==> src/rtl/mem_stage.sv <==
// mem_stage: MEM pipeline stage; latches the EXE bundle, aligns and extends load data, hands off to WB.
// Ports: clk/resetn (async active-low), flush from WB; exe_to_mem_valid/exe_to_mem_zip/mem_allowin from EXE;
//        mem_to_wb_valid/mem_to_wb_zip/wb_allowin to WB; data_sram_rdata load word; mem_rf_zip forward to ID;
//        mem_ex exception/ertn in flight, to EXE.
module mem_stage #(
  parameter int EXE2MEM_LEN = 204,
  parameter int MEM2WB_LEN  = 199
) (
  input  logic                   clk,
  input  logic                   resetn,
  input  logic                   flush,
  output logic                   mem_allowin,
  input  logic                   exe_to_mem_valid,
  input  logic [EXE2MEM_LEN-1:0] exe_to_mem_zip,
  input  logic                   wb_allowin,
  output logic                   mem_to_wb_valid,
  output logic [MEM2WB_LEN-1:0]  mem_to_wb_zip,
  input  logic [31:0]            data_sram_rdata,
  output logic [38:0]            mem_rf_zip,
  output logic                   mem_ex
);
  logic                   valid_q, valid_d;
  logic                   first_q, first_d;
  logic [31:0]            hold_q, hold_d;
  logic [EXE2MEM_LEN-1:0] zip_q, zip_d;
  logic                   accept;
  logic                   res_from_mem, rf_we, csr_read, ex_valid, is_ertn, zext;
  logic [4:0]             rf_waddr;
  logic [31:0]            result, vaddr, rdata, shifted, load_data, final_result;
  logic [1:0]             ld_type;
  logic [15:0]            half;
  logic [7:0]             byte_d;
  logic                   unused_op2;
  assign res_from_mem = zip_q[203];
  assign rf_we        = zip_q[202];
  assign rf_waddr     = zip_q[201:197];
  assign result       = zip_q[196:165];
  assign zext         = zip_q[164];
  assign unused_op2   = zip_q[163];
  assign ld_type      = zip_q[162:161];
  assign csr_read     = zip_q[128];
  assign vaddr        = zip_q[48:17];
  assign ex_valid     = zip_q[16];
  assign is_ertn      = zip_q[0];
  assign mem_allowin     = ~valid_q | wb_allowin;
  assign mem_to_wb_valid = valid_q;
  assign accept          = exe_to_mem_valid & mem_allowin;
  always_comb begin
    valid_d = flush ? 1'b0 : (mem_allowin ? exe_to_mem_valid : valid_q);
    first_d = accept;
    zip_d   = accept ? exe_to_mem_zip : zip_q;
    hold_d  = first_q ? data_sram_rdata : hold_q;
  end
  always_ff @(posedge clk or negedge resetn)
    if (!resetn) begin
      valid_q <= 1'b0;
      first_q <= 1'b0;
      hold_q  <= 32'd0;
      zip_q   <= '0;
    end else begin
      valid_q <= valid_d;
      first_q <= first_d;
      hold_q  <= hold_d;
      zip_q   <= zip_d;
    end
  // The SRAM word is only present on the first MEM cycle; stalls replay it from hold_q.
  always_comb begin
    rdata        = first_q ? data_sram_rdata : hold_q;
    shifted      = rdata >> {vaddr[1:0], 3'b000};
    byte_d       = shifted[7:0];
    half         = vaddr[1] ? rdata[31:16] : rdata[15:0];
    load_data    = ld_type == 2'd0 ? {{24{~zext & byte_d[7]}}, byte_d} :
                   ld_type == 2'd1 ? {{16{~zext & half[15]}}, half} : rdata;
    final_result = (res_from_mem & ~ex_valid) ? load_data : result;
  end
  assign mem_to_wb_zip = {rf_we, rf_waddr, final_result, zip_q[160:0]};
  assign mem_rf_zip    = {valid_q & csr_read, valid_q & rf_we, rf_waddr, final_result};
  assign mem_ex        = valid_q & (ex_valid | is_ertn);
endmodule

==> config.mk <==
export PLATFORM = sky130hd
export DESIGN_NAME = mem_stage
export DESIGN_NICKNAME = d
export VERILOG_FILES = /design/src/rtl/mem_stage.sv
export SDC_FILE = /design/constraint.sdc
export NUM_CORES = 1
export LEC_CHECK = 0
export ABC_AREA = 1
export CAP_MARGIN = 15
export CELL_PAD_IN_SITES_DETAIL_PLACEMENT = 0
export CELL_PAD_IN_SITES_GLOBAL_PLACEMENT = 1
export CORE_AREA = 2 2 194 196
export DETAILED_ROUTE_END_ITERATION = 10
export DIE_AREA = 0 0 196 198
export PLACE_DENSITY_LB_ADDON = 0.1
export SKIP_LAST_GASP = 1
export SLEW_MARGIN = 0
export SYNTH_ARGS = -nofsm -noshare
export SYNTH_HDL_FRONTEND = slang
export SYNTH_SLANG_ARGS = --single-unit
==> constraint.sdc <==
create_clock -name clk -period 3.21 [get_ports clk]
set_input_delay 0.642 -clock clk [delete_from_list [all_inputs] [get_ports clk]]
set_output_delay 0.642 -clock clk [all_outputs]
set_load 0.005 [all_outputs]
==> results.md <==
- HPWL after detailed placement: 28140 um
- Fin area: 17080 um^2
- Post-synth EDFFs: 0
- Type of destination of the critical path: output port
- Largest stage delay, worst path: 0.53 ns
- Clock tree buffer depth: 3
- Clk root buf: clkbuf_16
- Highest clock rate: 310.1 MHz
- CTS tree: done
- RSZ-0062 raised after global routing: yes
- Max-cap viol count: 0
- Iter 0 DRT Violations: 437
- VDD IR-drop max: 0.0003965 V
- Antenna Violating Nets Remaining: 0
- Flop pwr share: 0.372
- Fin Clk Skew: 0.01228 ns
- Critical Path RT: 2.57 ns
- Final worst slack: -0.01465 ns
- Fin nets: 2029
- Drt total wl: 39320 um
- Vias per cell: 4.280
- Max-slew violations: 0
- First-pass DRT Iterations: 5
- RR Endpoint: zip_q[180]$_DFFE_PN0P_
- GPL Wtd Cong: 0.8243
- Crit-path cells: buf_12, nand2_1, nand3_1, nand3_1, nand2_2, nand3_4, buf_6, a21oi_4, clkdlybuf4s50_1
- # H-tree levels: 1
- Final hold vios: 0
- Top-count cell post-synth: nand2_1
- Net Count, Synth: 1755
- Layout cell share with drive strength beyond 1: 0.07399
- Element type at the critical path start: register
- Status: finished with violations
- Die ar.: 38810 um^2
- Post-Synthesis Cells: 1514
- Post-synthesis sequential area ratio: 0.4941
- Clk sinks: 237
- Logic pwr share: 0.249
- Rel. slew slack: 0.5404
- Pwr dens: 553.4 nW/um^2
- Hold WS: 0.04464 ns
- FP Rows: 71
- Largest area contributor in the netlist: dfrtp_1
- Worst slew pin tran: 0.6895 ns
- Post-synth top area share: 0.4941
- Placed insts: 2226
- Fin crit share: 1.005
- Vias: 9802
- Cts bufs inserted: 29
- Post-synth ARST share: 1.000
- Post-synth top flop: dfrtp_1
- Sw Ratio: 0.2812
- Worst R2R Start: mem_to_wb_valid$_DFFE_PN0P_
- Clock transition at path regs: 0.07 ns
- Cell area after synthesis: 12000 um^2
- Area delta synth->final: 42.28%
- Final Non-Filler Cells: 2290
- R2r worst-path depth: 6
- Core ar.: 36960 um^2
- Vias in the first global route: 9740
- Ys Warns: 0
- Failing checks: setup timing
- Largest net degree at the start of global routing: 106
- Grt ovf: 0
- DIE WIDTH: 196 um
- Most used cell, CP: nand3_1
- Critical path arrival: 2.58 ns
- DRC Markers: 0
- Antenna violations before repair: 8
- P_int: 6793 uW
- Post-layout util: 0.4621
- Hold buffer count at CTS: 0
- Hold Crit Class: primary input to async pin
- Final setup fails: 8
- Area contributors post-synth: dfrtp_1 49%, nand2_1 24%, buf_4 13%
- DP Area: 15850 um^2
- Starting density of the core: 0.3248
- GRT Overall Usage: 0.1977
- Final Power: 9451 uW
- First-pass GRT wire length: 58930 um
- Die Y-Extent: 198 um
- WL/cell: 17.17 um
- Post-synth cell types: 25
- PortBufs: 480
- Setup CP Type: register to output port
- Tmin final: 3.225 ns
- Worst-Skew Late Latency: 0.58 ns
- Clock power frac: 0.379
- Crit-path slowest cell: clkdlybuf4s50_1
- Most common library cells after synthesis: 778 x nand2_1, 237 x dfrtp_1, 209 x buf_4
- CP Max Fanout: 34
- Net Sw Power: 2658 uW
- Syn Area/Cell: 7.928 um^2
- #FFs+latches synth: 237
- Slack of the worst reg-to-reg path: 1.35 ns
- I/O pins: 482
- Lkg Pwr: 0.008369 uW
-- layer usage --
| metal | track usage | up-vias | share of wire |
|---|---|---|---|
| li1 | - | 4941 | - |
| met1 | 0.2411 | 4499 | 0.40 |
| met2 | 0.3292 | 301 | 0.49 |
| met3 | 0.06711 | 55 | 0.084 |
| met4 | 0.06425 | 6 | 0.026 |
| met5 | 0 | - | 0.0011 |
-- stage by stage --
stage	setup slack (ns)	setup TNS, ns
after floorplan	1.092	0
final	-0.01465	-0.06629
after CTS	-0.07793	-2.017
after global placement	-0.03366	-0.1713
after global routing	-0.2100	-9.200
after detailed placement	-0.01938	-0.03784
-- cell usage in the layout (no fill, tap or decap), types with 2 or more instances in the layout --
cell type and count:
clkbuf_16 29, buf_6 2, o21ai_2 4, clkinv_1 2, clkdlybuf4s50_1 475, o21ai_0 18
a21oi_4 7, nand3_1 38, clkbuf_1 5, nand2_2 3, clkinv_4 5, nand2_1 778
a21oi_1 19, nor2_4 2, inv_4 3, nand3_4 2, o211ai_1 10, buf_12 15
dfrtp_1 234, a21oi_2 17, clkinvlp_4 3, inv_1 64, bufinv_16 5, diode_2 5
dlymetal6s2s_1 3, clkbuf_8 4, buf_4 18, clkinv_2 3, o21ai_1 2, nor2_1 27
dfrtp_2 3, buf_8 2
-- registers in the layout, indices dropped and copies added, names as in the netlist --
name	flops
first_q	1
mem_to_wb_valid	1
zip_q	203
hold_q	32
-- critical path, delay by kind of cell (launching register included) --
kind / cells / cell delay [ns]
compound gates: 1 / 0.19
buf+inv: 3 / 0.92
flops: 1 / 0.43
simple gates: 5 / 0.45
-- cell type report --
| type | count | area, um^2 |
|---|---|---|
| diodes | 5 | 12.51 |
| clock buffers | 38 | 799.5 |
| clock inverters | 16 | 244.0 |
| fillers | 3709 | 19880 |
| inverters | 72 | 286.5 |
| multi-input cells | 932 | 3919 |
| flip-flops and latches | 237 | 5934 |
| well taps | 474 | 593.1 |
| repair buffers | 516 | 5289 |
-- what timing repair did --
action | 4_1_cts | 5_1_grt
pin swaps | 3 | 0
setup buffers | 2 | 2
resized for setup | 22 | 7
setup endpoints to repair | 64 | 63
gates cloned | 1 | 0
endpoints found under the hold margin | 0 | 0
-- cells by family after synthesis --
family	after synthesis	share of synthesized area
and+or+nand+nor	851	0.2738
buffers and inverters	346	0.1883
DFF	237	0.4941
AOI/OAI and AO/OA	80	0.04378
-- worst max-delay path by stage --
stage                                   start                 end  slack [ns]  depth (start not counted)
after global placement    data_sram_rdata[31]  mem_to_wb_zip[179]       -0.03                          9
after floorplan           data_sram_rdata[31]  mem_to_wb_zip[179]        1.09                          8
after detailed placement  data_sram_rdata[31]      mem_rf_zip[18]       -0.02                          9
after global routing        first_q$_DFF_PN0_      mem_rf_zip[14]       -0.21                          9
final                       first_q$_DFF_PN0_      mem_rf_zip[18]       -0.01                          9
after CTS                   first_q$_DFF_PN0_      mem_rf_zip[18]       -0.08                          9
-- power groups by stage --
stage / Combinational (uW) / Clock (uW) / Sequential [uW]
2_1_floorplan: 1300 / 0 / 3510
3_3_place_gp: 2330 / 0 / 3550
3_5_place_dp: 2330 / 0 / 3560
4_1_cts: 2390 / 3700 / 3510
5_1_grt: 2580 / 3810 / 3560
6_report: 2350 / 3580 / 3510
Note: power is estimated with default switching activity, not from simulation.
